[src/rtl/ad_fre_hyst.sv]
// Frequency meter for an ADC-sampled waveform: a windowed peak tracker places a
// hysteresis comparator around the signal midpoint, and rising edges are counted per gate.
module ad_fre_hyst #(
   parameter int AD_W     = 10,
   parameter int CNT_W    = 24,
   parameter int GATE_CYC = 1000000,
   parameter int PEAK_WIN = 65536,
   parameter int HYST     = 4
) (
   input  logic             clk_div10,
   input  logic             rst_n,
   input  logic             en,
   input  logic [AD_W-1:0]  ad_in,
   output logic [CNT_W-1:0] fre,
   output logic             fre_vld,
   output logic             ovf,
   output logic [AD_W-1:0]  vpp,
   output logic             sig_lost,
   output logic             sq_out
);

   localparam int GC_W = (GATE_CYC > 1) ? $clog2(GATE_CYC) : 1;
   localparam int PW_W = (PEAK_WIN > 1) ? $clog2(PEAK_WIN) : 1;

   localparam logic [GC_W-1:0]  GATE_LAST = GC_W'(GATE_CYC - 1);
   localparam logic [GC_W-1:0]  GATE_ZERO = GC_W'(1'b0);
   localparam logic [GC_W-1:0]  GATE_ONE  = GC_W'(1'b1);
   localparam logic [PW_W-1:0]  WIN_LAST  = PW_W'(PEAK_WIN - 1);
   localparam logic [PW_W-1:0]  WIN_ZERO  = PW_W'(1'b0);
   localparam logic [PW_W-1:0]  WIN_ONE   = PW_W'(1'b1);
   localparam logic [AD_W-1:0]  AD_MID    = {1'b1, {(AD_W-1){1'b0}}};
   localparam logic [AD_W-1:0]  AD_ZERO   = {AD_W{1'b0}};
   localparam logic [AD_W-1:0]  HYST2     = AD_W'(2 * HYST);
   localparam logic [AD_W:0]    AD_MAX_X  = {1'b0, {AD_W{1'b1}}};
   localparam logic [AD_W:0]    ZERO_X    = {(AD_W+1){1'b0}};
   localparam logic [AD_W:0]    HYST_X    = (AD_W+1)'(HYST);
   localparam logic [CNT_W-1:0] CNT_MAX   = {CNT_W{1'b1}};
   localparam logic [CNT_W-1:0] CNT_ZERO  = {CNT_W{1'b0}};
   localparam logic [CNT_W-1:0] CNT_ONE   = CNT_W'(1'b1);

   logic [PW_W-1:0]  win_cnt_r;
   logic [AD_W-1:0]  run_max_r, run_min_r, held_max_r, held_min_r;
   logic [AD_W-1:0]  run_max_nxt_s, run_min_nxt_s, vpp_nxt_s;
   logic [AD_W:0]    sum_s, zero_s, thr_hi_raw_s, thr_hi_s, thr_lo_s, ad_x_s;
   logic             sq_d_r, sq_nxt_s;
   logic [GC_W-1:0]  gate_cnt_r;
   logic [CNT_W-1:0] edge_cnt_r, cnt_inc_s;
   logic             ovf_g_r, edge_s, cnt_sat_s, sat_hit_s, gate_last_s;

   // Running extremes, midpoint and saturating hysteresis thresholds
   always_comb begin
      run_max_nxt_s = run_max_r;
      run_min_nxt_s = run_min_r;
      if (ad_in > run_max_r) run_max_nxt_s = ad_in;
      else                   run_max_nxt_s = run_max_r;
      if (ad_in < run_min_r) run_min_nxt_s = ad_in;
      else                   run_min_nxt_s = run_min_r;
      vpp_nxt_s    = run_max_nxt_s - run_min_nxt_s;
      sum_s        = {1'b0, held_max_r} + {1'b0, held_min_r};
      zero_s       = {1'b0, sum_s[AD_W:1]};
      thr_hi_raw_s = zero_s + HYST_X;
      ad_x_s       = {1'b0, ad_in};
      if (thr_hi_raw_s > AD_MAX_X) thr_hi_s = AD_MAX_X;
      else                         thr_hi_s = thr_hi_raw_s;
      if (zero_s < HYST_X) thr_lo_s = ZERO_X;
      else                 thr_lo_s = zero_s - HYST_X;
   end

   // Comparator next state; frozen while disabled or while the amplitude is too small
   always_comb begin
      sq_nxt_s = sq_out;
      if (en && !sig_lost) begin
         if (ad_x_s > thr_hi_s)      sq_nxt_s = 1'b1;
         else if (ad_x_s < thr_lo_s) sq_nxt_s = 1'b0;
         else                        sq_nxt_s = sq_out;
      end else begin
         sq_nxt_s = sq_out;
      end
   end

   // Edge detect and saturating increment of the per-gate edge count
   always_comb begin
      edge_s      = sq_out & ~sq_d_r;
      cnt_sat_s   = (edge_cnt_r == CNT_MAX);
      sat_hit_s   = edge_s & cnt_sat_s;
      gate_last_s = (gate_cnt_r == GATE_LAST);
      if (edge_s && !cnt_sat_s) cnt_inc_s = edge_cnt_r + CNT_ONE;
      else                      cnt_inc_s = edge_cnt_r;
   end

   // Peak tracker: windowed min/max with held results and amplitude status
   always_ff @(posedge clk_div10) begin
      if (!rst_n) begin
         win_cnt_r  <= WIN_ZERO;
         run_max_r  <= AD_MID;
         run_min_r  <= AD_MID;
         held_max_r <= AD_MID;
         held_min_r <= AD_MID;
         vpp        <= AD_ZERO;
         sig_lost   <= 1'b1;
      end else if (en) begin
         if (win_cnt_r == WIN_LAST) begin
            win_cnt_r  <= WIN_ZERO;
            held_max_r <= run_max_nxt_s;
            held_min_r <= run_min_nxt_s;
            run_max_r  <= ad_in;
            run_min_r  <= ad_in;
            vpp        <= vpp_nxt_s;
            sig_lost   <= (vpp_nxt_s < HYST2);
         end else begin
            win_cnt_r <= win_cnt_r + WIN_ONE;
            run_max_r <= run_max_nxt_s;
            run_min_r <= run_min_nxt_s;
         end
      end else begin
         win_cnt_r <= WIN_ZERO;
      end
   end

   // Recovered square wave and its one-cycle-delayed copy
   always_ff @(posedge clk_div10) begin
      if (!rst_n) begin
         sq_out <= 1'b0;
         sq_d_r <= 1'b0;
      end else begin
         sq_out <= sq_nxt_s;
         sq_d_r <= sq_out;
      end
   end

   // Gate timing; the closing cycle's edge lands in the published result, not the next gate
   always_ff @(posedge clk_div10) begin
      if (!rst_n) begin
         gate_cnt_r <= GATE_ZERO;
         edge_cnt_r <= CNT_ZERO;
         ovf_g_r    <= 1'b0;
         fre        <= CNT_ZERO;
         ovf        <= 1'b0;
         fre_vld    <= 1'b0;
      end else if (!en) begin
         gate_cnt_r <= GATE_ZERO;
         edge_cnt_r <= CNT_ZERO;
         ovf_g_r    <= 1'b0;
         fre_vld    <= 1'b0;
      end else if (gate_last_s) begin
         gate_cnt_r <= GATE_ZERO;
         edge_cnt_r <= CNT_ZERO;
         ovf_g_r    <= 1'b0;
         fre        <= cnt_inc_s;
         ovf        <= ovf_g_r | sat_hit_s;
         fre_vld    <= 1'b1;
      end else begin
         gate_cnt_r <= gate_cnt_r + GATE_ONE;
         edge_cnt_r <= cnt_inc_s;
         ovf_g_r    <= ovf_g_r | sat_hit_s;
         fre_vld    <= 1'b0;
      end
   end

endmodule

[config.mk]
export PLATFORM = sky130hd
export DESIGN_NAME = ad_fre_hyst
export DESIGN_NICKNAME = d
export VERILOG_FILES = /design/src/rtl/ad_fre_hyst.sv
export SDC_FILE = /design/constraint.sdc
export NUM_CORES = 1
export LEC_CHECK = 0
export ABC_AREA = 1
export BUFFER_PORTS_ARGS = -buffer_cell sky130_fd_sc_hd__buf_2
export CAP_MARGIN = 20
export CORE_UTILIZATION = 50
export CTS_CLUSTER_SIZE = 28
export DETAILED_ROUTE_END_ITERATION = 12
export HOLD_SLACK_MARGIN = 0.08
export PLACE_DENSITY = 0.74
export SYNTH_ARGS = -nofsm -noshare
export SYNTH_HDL_FRONTEND = slang
export SYNTH_SLANG_ARGS = --single-unit
[constraint.sdc]
create_clock -name clk_div10 -period 9.9 [get_ports clk_div10]
set_clock_uncertainty 0.2 [all_clocks]
set_input_delay 0.99 -clock clk_div10 [delete_from_list [all_inputs] [get_ports clk_div10]]
set_output_delay 0.99 -clock clk_div10 [all_outputs]
set_load 0.02 [all_outputs]
==> impl_metrics.ini, run 1 <==
[pwr]
pwr_density_cell_nw_per_um2 = 157.2
seqPwrFrac_pct = 38.3
p_leak_nw = 4.448
p_sw_share_pct = 28.63
clockPowerShare_pct = 43.9
power.net_switching_mw = 0.4313
vdd_drop_max_uv = 129.1
p_comb_share_pct = 17.8
p_int_mw = 1.075

[placement]
place_ws_ns = 4.984
dp.cells = 1465
port_buffers = 50
dpl-instance-area_um2 = 8971
gp_congestion = 0.9602
dp_hpwl_mm = 15.45

[finish]
fin_nets = 1342
design_area_um2 = 9588
num_antenna_cells = 0
drive_gt1_share_pct = 9.632
final_cells = 1497
area_growth_pct = 11.79

[drt]
drt-pass1-iter-count = 5
vias = 8012
top_layer = met4
wl_per_cell_um = 13.97
wl_met1_mm = 9.600
initialDrtViolationCount = 644
dr_wl_met3_mm = 1.003
drc = 0
wl_mm = 20.91
vias_per_cell = 5.352
wl_met2_mm = 9.780
ant_nets = 0

[worst_setup_path]
regToRegEndpoint = sq_out
end_kind = flip-flop
critPathRequiredTime_ns = 10.07
critPathKind = primary input to flip-flop
reg2reg_slack_ns = 5.56
startpoint_type = primary input
r2r_start = held_max_r[0]
crit_fanout = 20
critPathArrivalTime_ns = 4.71
ff2ff_path_depth = 21

[job]
drv_cap = 0

[timing]
hold_viol = 0
setup_viol = 0
fin_crit_sh_pct = 45.87
max_slew_margin_pct = 29.60
drv_slew = 0
rsz0062_at_grt = false
worstMarginPinSlew_ns = 1.054
holdWs_ns = 0.2485
setup_ws_ns = 5.359
fmax_mhz = 220.2
finalSetupTns_ns = 0
post-route-min-period_ns = 4.541

[die]
die_area_um2 = 17680
ios = 51
start_util_pct = 51.54
row_count = 47
die_y_um = 133.0
die_x_um = 133.0
core_area_um2 = 16640

[synthesis]
synth-main-ff-cell = dfxtp_1
syn_area_um2 = 8577
synthArstFlopShare_pct = 0
synth_area_leaders = dfxtp_1, nand2_1, ha_1
synth-edff-count = 0
syn_area_per_cell_um2 = 6.996
yosysTopAreaCellShare_pct = 32.68
netlist_instances = 1226
synth-seq-cells = 140
syn_nets = 1304
yosysWarningCount = 0
yosysSeqAreaShare_pct = 32.68
ys_types = 50
yosysTopAreaCell = dfxtp_1

[cts]
h-tree-depth = 4
clk_pin_slew_worst_paths_ns = 0.06
ctsHoldBuffers = 0
cts_buffers = 17
cts_resized = 0
post-cts-setup-buffer-count = 0
worstSkewPairLatency_ns = 0.43
clock-sinks = 140
clockBufferDepth = 2
root_buffer = clkbuf_16
cts_tree = yes

[hold_path]
holdCritStartpoint = win_cnt_r[0]
hold_path.class = flip-flop to flip-flop
whs_path_depth = 1
worstHoldEndpoint = win_cnt_r[0]

[global_route]
antenna_found_initial = 0
grt_overflow = 0
grt_first_pass_wirelength_mm = 35.03
grt_pass1_vias = 7388
grt_use_total_pct = 24.73
grt_start_max_net_pins = 68

[run_status]
status = finished clean
Yosys cell counts, drive strengths merged (22+ instances only):
cell type	instances
ha	63
nand2	246
xor2	31
inv	195
nor3	37
nor2	128
a21oi	91
nand3	59
nand4	22
o21ai	67
dfxtp	140
o211ai	40
metrics by stage:
stage / utilization (%) / power, mW
global placement: 53.91 / 0.8478
global route: 57.61 / 1.578
finish: 57.61 / 1.507
CTS: 57.61 / 1.510
detailed placement: 53.91 / 0.8506
floorplan: - / 0.7827
metal layers:
metal  track usage [%]  up-vias
li1                  -     4093
met1             31.79     3690
met2             41.22      188
met3             3.640       41
met4             10.41        0
met5                 0        -
registers in the layout, indices dropped and copies added, names as in the netlist:
register    cells
edge_cnt_r     24
fre            24
gate_cnt_r     20
win_cnt_r      16
held_max_r     10
held_min_r     10
run_max_r      10
run_min_r      10
vpp            10
fre_vld         1
ovf             1
ovf_g_r         1
sig_lost        1
sq_d_r          1
sq_out          1
power by group through the flow:
stage	Clock, mW	Combinational, mW	Sequential (mW)
3_5_place_dp	0	0.261	0.590
3_3_place_gp	0	0.258	0.590
4_1_cts	0.670	0.263	0.577
5_1_grt	0.698	0.302	0.579
6_report	0.661	0.268	0.578
2_1_floorplan	0	0.194	0.588
cell families (layout without fill, tap and decap cells):
| kind of cell | after synthesis | in the layout | share of synthesized area (%) |
|---|---|---|---|
| compound gates | 229 | 229 | 15.78 |
| simple gates | 526 | 526 | 27.67 |
| buf+inv | 228 | 279 | 10.33 |
| flops | 140 | 140 | 32.68 |
| xor+xnor | 38 | 38 | 3.880 |
| fa+ha+maj | 65 | 65 | 9.657 |
how the worst max path moves through the flow:
stage          startpoint  endpoint  slack (ns)  cells past startpoint
2_1_floorplan    ad_in[9]  sig_lost        5.78                     20
3_3_place_gp     ad_in[3]  sig_lost        5.06                     18
3_5_place_dp     ad_in[3]  sig_lost        4.98                     18
4_1_cts          ad_in[3]  sig_lost        5.41                     18
5_1_grt          ad_in[5]  sig_lost        4.99                     18
6_report         ad_in[3]  sig_lost        5.36                     18
cell usage in the layout, fill, tap and decap left out, types with 2 or more instances in the layout:
master,netlist,routed
dfxtp_1,140,140
nor3b_1,6,6
bufinv_16,0,2
clkbuf_8,0,6
nor3_4,2,2
ha_1,63,63
nand4_1,22,22
nor2_2,2,2
buf_2,9,50
nor3_2,2,2
nand2_1,238,238
a21boi_0,3,3
clkinvlp_4,0,3
or2_2,10,10
xor2_1,31,31
buf_4,1,2
o21ai_1,7,7
nand3_1,53,53
o211ai_1,40,40
o21ai_0,59,59
nor2_4,2,3
nor3_1,33,33
nand2_2,8,8
o21bai_1,4,4
fa_1,2,2
clkbuf_16,0,17
a31oi_1,4,4
nand3b_1,7,7
nor2_1,124,123
o21a_1,8,8
a21oi_1,89,89
nor4_1,7,7
nand3_2,5,5
inv_1,194,194
a211oi_1,6,6
xnor2_1,7,7
critical path: stages:
cell and delay [ns]:
buf_2 0.16, ha_1 0.32, a21oi_1 0.15, o21ai_0 0.09
nand2_1 0.06, nand4_1 0.57, o21ai_0 0.59, inv_1 0.14
fa_1 0.45, o21ai_0 0.36, a21oi_1 0.10, o21ai_0 0.20
xor2_1 0.09, nor2_1 0.12, nand3_1 0.09, nor2_1 0.09
nand3_1 0.07, nand2_1 0.06
layout make-up:
type / count / area [um^2]
multi-input combinational: 858 / 4896
timing repair buffer: 52 / 265.3
sequential: 140 / 2803
fill: 1564 / 7054
clock inverter: 8 / 105.1
tap: 220 / 275.3
clock buffer: 24 / 511.7
inverter: 195 / 732.0
Power figures use the tool's default switching activity.
==> run 2: changes to the inputs <==
--- a/config.mk
+++ b/config.mk
@@ -5,7 +5,7 @@
 export SDC_FILE = /design/constraint.sdc
 export NUM_CORES = 1
 export LEC_CHECK = 0
-export ABC_AREA = 1
+export ABC_AREA = 0
 export BUFFER_PORTS_ARGS = -buffer_cell sky130_fd_sc_hd__buf_2
 export CAP_MARGIN = 20
 export CORE_UTILIZATION = 50
==> constraint.sdc (replaced) <==
create_clock -name clk_div10 -period 4.53 [get_ports clk_div10]
set_clock_uncertainty 0.2 [all_clocks]
set_input_delay 0.453 -clock clk_div10 [delete_from_list [all_inputs] [get_ports clk_div10]]
set_output_delay 0.453 -clock clk_div10 [all_outputs]
set_load 0.02 [all_outputs]
==> impl_metrics.ini, run 2 <==
[synthesis]
yosysWarningCount = 0
syn_nets = 1018
ys_types = 63
synthTopCellsByCount = nor2_1, dfxtp_1, nand2_1
synth_area_leaders = dfxtp_1, ha_1, nor2_1
syn_area_per_cell_um2 = 8.245
synthArstFlopShare_pct = 0
syn_area_um2 = 7750
synth-main-ff-cell = dfxtp_1
yosysTopAreaCell = dfxtp_1
yosysSeqAreaShare_pct = 36.16
synth.most_common_cell = nor2_1
netlist_instances = 940
yosysTopAreaCellShare_pct = 36.16
synth-edff-count = 0
synth-seq-cells = 140

[cts]
clockBufferDepth = 2
root_buffer = clkbuf_16
clock-sinks = 140
cts_buffers = 17
clk_pin_slew_worst_paths_ns = 0.06
cts_tree = yes
worstSkewPairLatency_ns = 0.43
h-tree-depth = 4
ctsHoldBuffers = 0

[global_route]
grt_start_max_net_pins = 57
grt_use_total_pct = 24.46
grt_first_pass_wirelength_mm = 31.19
antenna_found_initial = 0
grt_pass1_vias = 6284
grt_overflow = 0

[timing]
max_slew_margin_pct = 30.06
hold_viol = 0
rsz0062_at_grt = true
worstMarginPinSlew_ns = 1.049
fmax_mhz = 222.1
fin_crit_sh_pct = 99.40
setup_ws_ns = 0.02707
setup_viol = 0
post-route-min-period_ns = 4.503
drv_slew = 0

[drt]
wl_per_cell_um = 15.63
drt-pass1-iter-count = 5
vias = 6684
wl_mm = 18.95
ant_nets = 0
vias_per_cell = 5.515
initialDrtViolationCount = 441
drc = 0

[job]
drv_cap = 0

[finish]
final_cell_mix = nor2_1, dfxtp_1, nand2_1, ha_1, a21oi_1
fin_nets = 1089
mostFrequentLayoutCell = nor2_1
final_util_pct = 59.91
largestRegisters = edge_cnt_r: 24 flops, fre: 24 flops, gate_cnt_r: 20 flops
area_growth_pct = 17.08
num_antenna_cells = 0
drive_gt1_share_pct = 15.63

[worst_setup_path]
r2r_start = held_max_r[0]
regToRegEndpoint = sq_out
cpPeakStageDelay_ns = 0.46
critPathRequiredTime_ns = 4.67
crit_start = held_max_r[0]
end_kind = flip-flop
cpMaxStageDelayCell = a2111oi_4
startpoint_type = flip-flop
critPathKind = flip-flop to flip-flop
critPathArrivalTime_ns = 4.64
crit_fanout = 5
cp_cell_sequence = and2_4, fa_2, a211oi_2, o21bai_1, a21oi_2, a21oi_2, or3_4, nand3b_4, a2111oi_4, buf_4, buf_4, a21oi_1, ha_1, o21ai_1, nand2b_1, a211oi_2, o41ai_2, and3b_2, a221oi_2
reg2reg_slack_ns = 0.03
ff2ff_path_depth = 19

[pwr]
vdd_drop_max_uv = 341.3
p_leak_nw = 3.833
power.net_switching_mw = 0.8763
pwr_density_cell_nw_per_um2 = 345.2
p_comb_share_pct = 14.3
seqPwrFrac_pct = 40.1
p_int_mw = 2.256
p_sw_share_pct = 27.97
clockPowerShare_pct = 45.6

[hold_path]
worstHoldEndpoint = run_max_r[2]
whs_path_depth = 3
hold_path.class = primary input to flip-flop
holdCritStartpoint = ad_in[2]

[die]
ios = 51
die_x_um = 126.5
die_y_um = 126.5
start_util_pct = 51.17
core_area_um2 = 15150
row_count = 45
die_area_um2 = 16000

[placement]
place_ws_ns = 0.02904
gp_congestion = 0.9245
port_buffers = 50
dp_hpwl_mm = 13.48

[run_status]
status = finished clean
## run 2: changes by cell type in the layout (fill, tap and decap cells not counted), moves of 20 or more
cell | previous run | this run
o211ai_1 | 40 | 2
a21oi_1 | 89 | 56
nor2_1 | 123 | 160
inv_1 | 194 | 43
nand2_1 | 238 | 87
o21ai_0 | 59 | 38
xnor2_1 | 7 | 39
nand3_1 | 53 | 27
buf_4 | 2 | 36
mux2i_1 | 0 | 20
## run 2: routing by layer
layer,wire length (um),GRT usage (%)
met1,9087,33.52
met2,8541,38.97
met3,977,4.302
met4,341,8.079
met5,0,0
## run 2: how the worst max path moves through the flow
stage	end	slack (ns)
finish	sq_out	0.03
global route	sq_out	-0.19
CTS	sq_out	0.01
detailed placement	sq_out	0.03
global placement	sq_out	0.21
floorplan	sq_out	0.15
## run 2: worst max-delay path: cells and delay by family, from the launching register on
kind	cells	cell delay (ns)
and+or+nand+nor	5	1.07
buffers and inverters	2	0.29
DFF	1	0.33
AOI/OAI and AO/OA	10	1.82
adders and majority gates	2	0.70
## run 2: area by class of cell
type	instances	area (um^2)
clock buffer	17	425.4
clock inverter	15	176.4
sequential	140	2804
fill	1319	6072
multi-input combinational	722	4747
inverter	44	165.2
timing repair buffer	86	520.5
tap	188	235.2
## run 2: stage by stage
step | instance area, um^2 | TNS, ns | power, mW | cells | hold WS [ns]
finish | 9074 | 0 | 3.133 | 1212 | 0.1477
global route | 9074 | -0.1857 | 3.253 | 1212 | 0.1572
CTS | 8962 | 0 | 3.139 | 1208 | 0.1427
detailed placement | 8354 | 0 | 1.717 | 1176 | 0.2525
global placement | 8354 | 0 | 1.714 | 1176 | 0.2426
floorplan | 7750 | 0 | 1.593 | 940 | 0.2244
## run 2: power groups by stage
stage	clock network [mW]	registers [mW]	logic (mW)
after global routing	1.50	1.26	0.494
after CTS	1.44	1.26	0.439
after global placement	0	1.28	0.431
after detailed placement	0	1.28	0.433
after floorplan	0	1.28	0.312
final	1.43	1.26	0.447
## run 2: cell families (layout without fill, tap and decap cells)
group,after synthesis,count (layout),synth area share [%]
multiplexers,22,22,2.874
flip-flops,140,140,36.16
XOR/XNOR,73,73,8.347
AND/OR/NAND/NOR,387,387,23.46
adder cells (fa/ha/maj),65,65,10.69
buffers and inverters,78,162,3.891
AO/OA/AOI/OAI,175,175,14.58
## run 2: what timing repair did
item	in CTS	in global routing
gates resized for setup	1	19
pin swaps	0	15
setup endpoints to repair	1	1
hold endpoints to repair	0	0
setup buffers	0	4
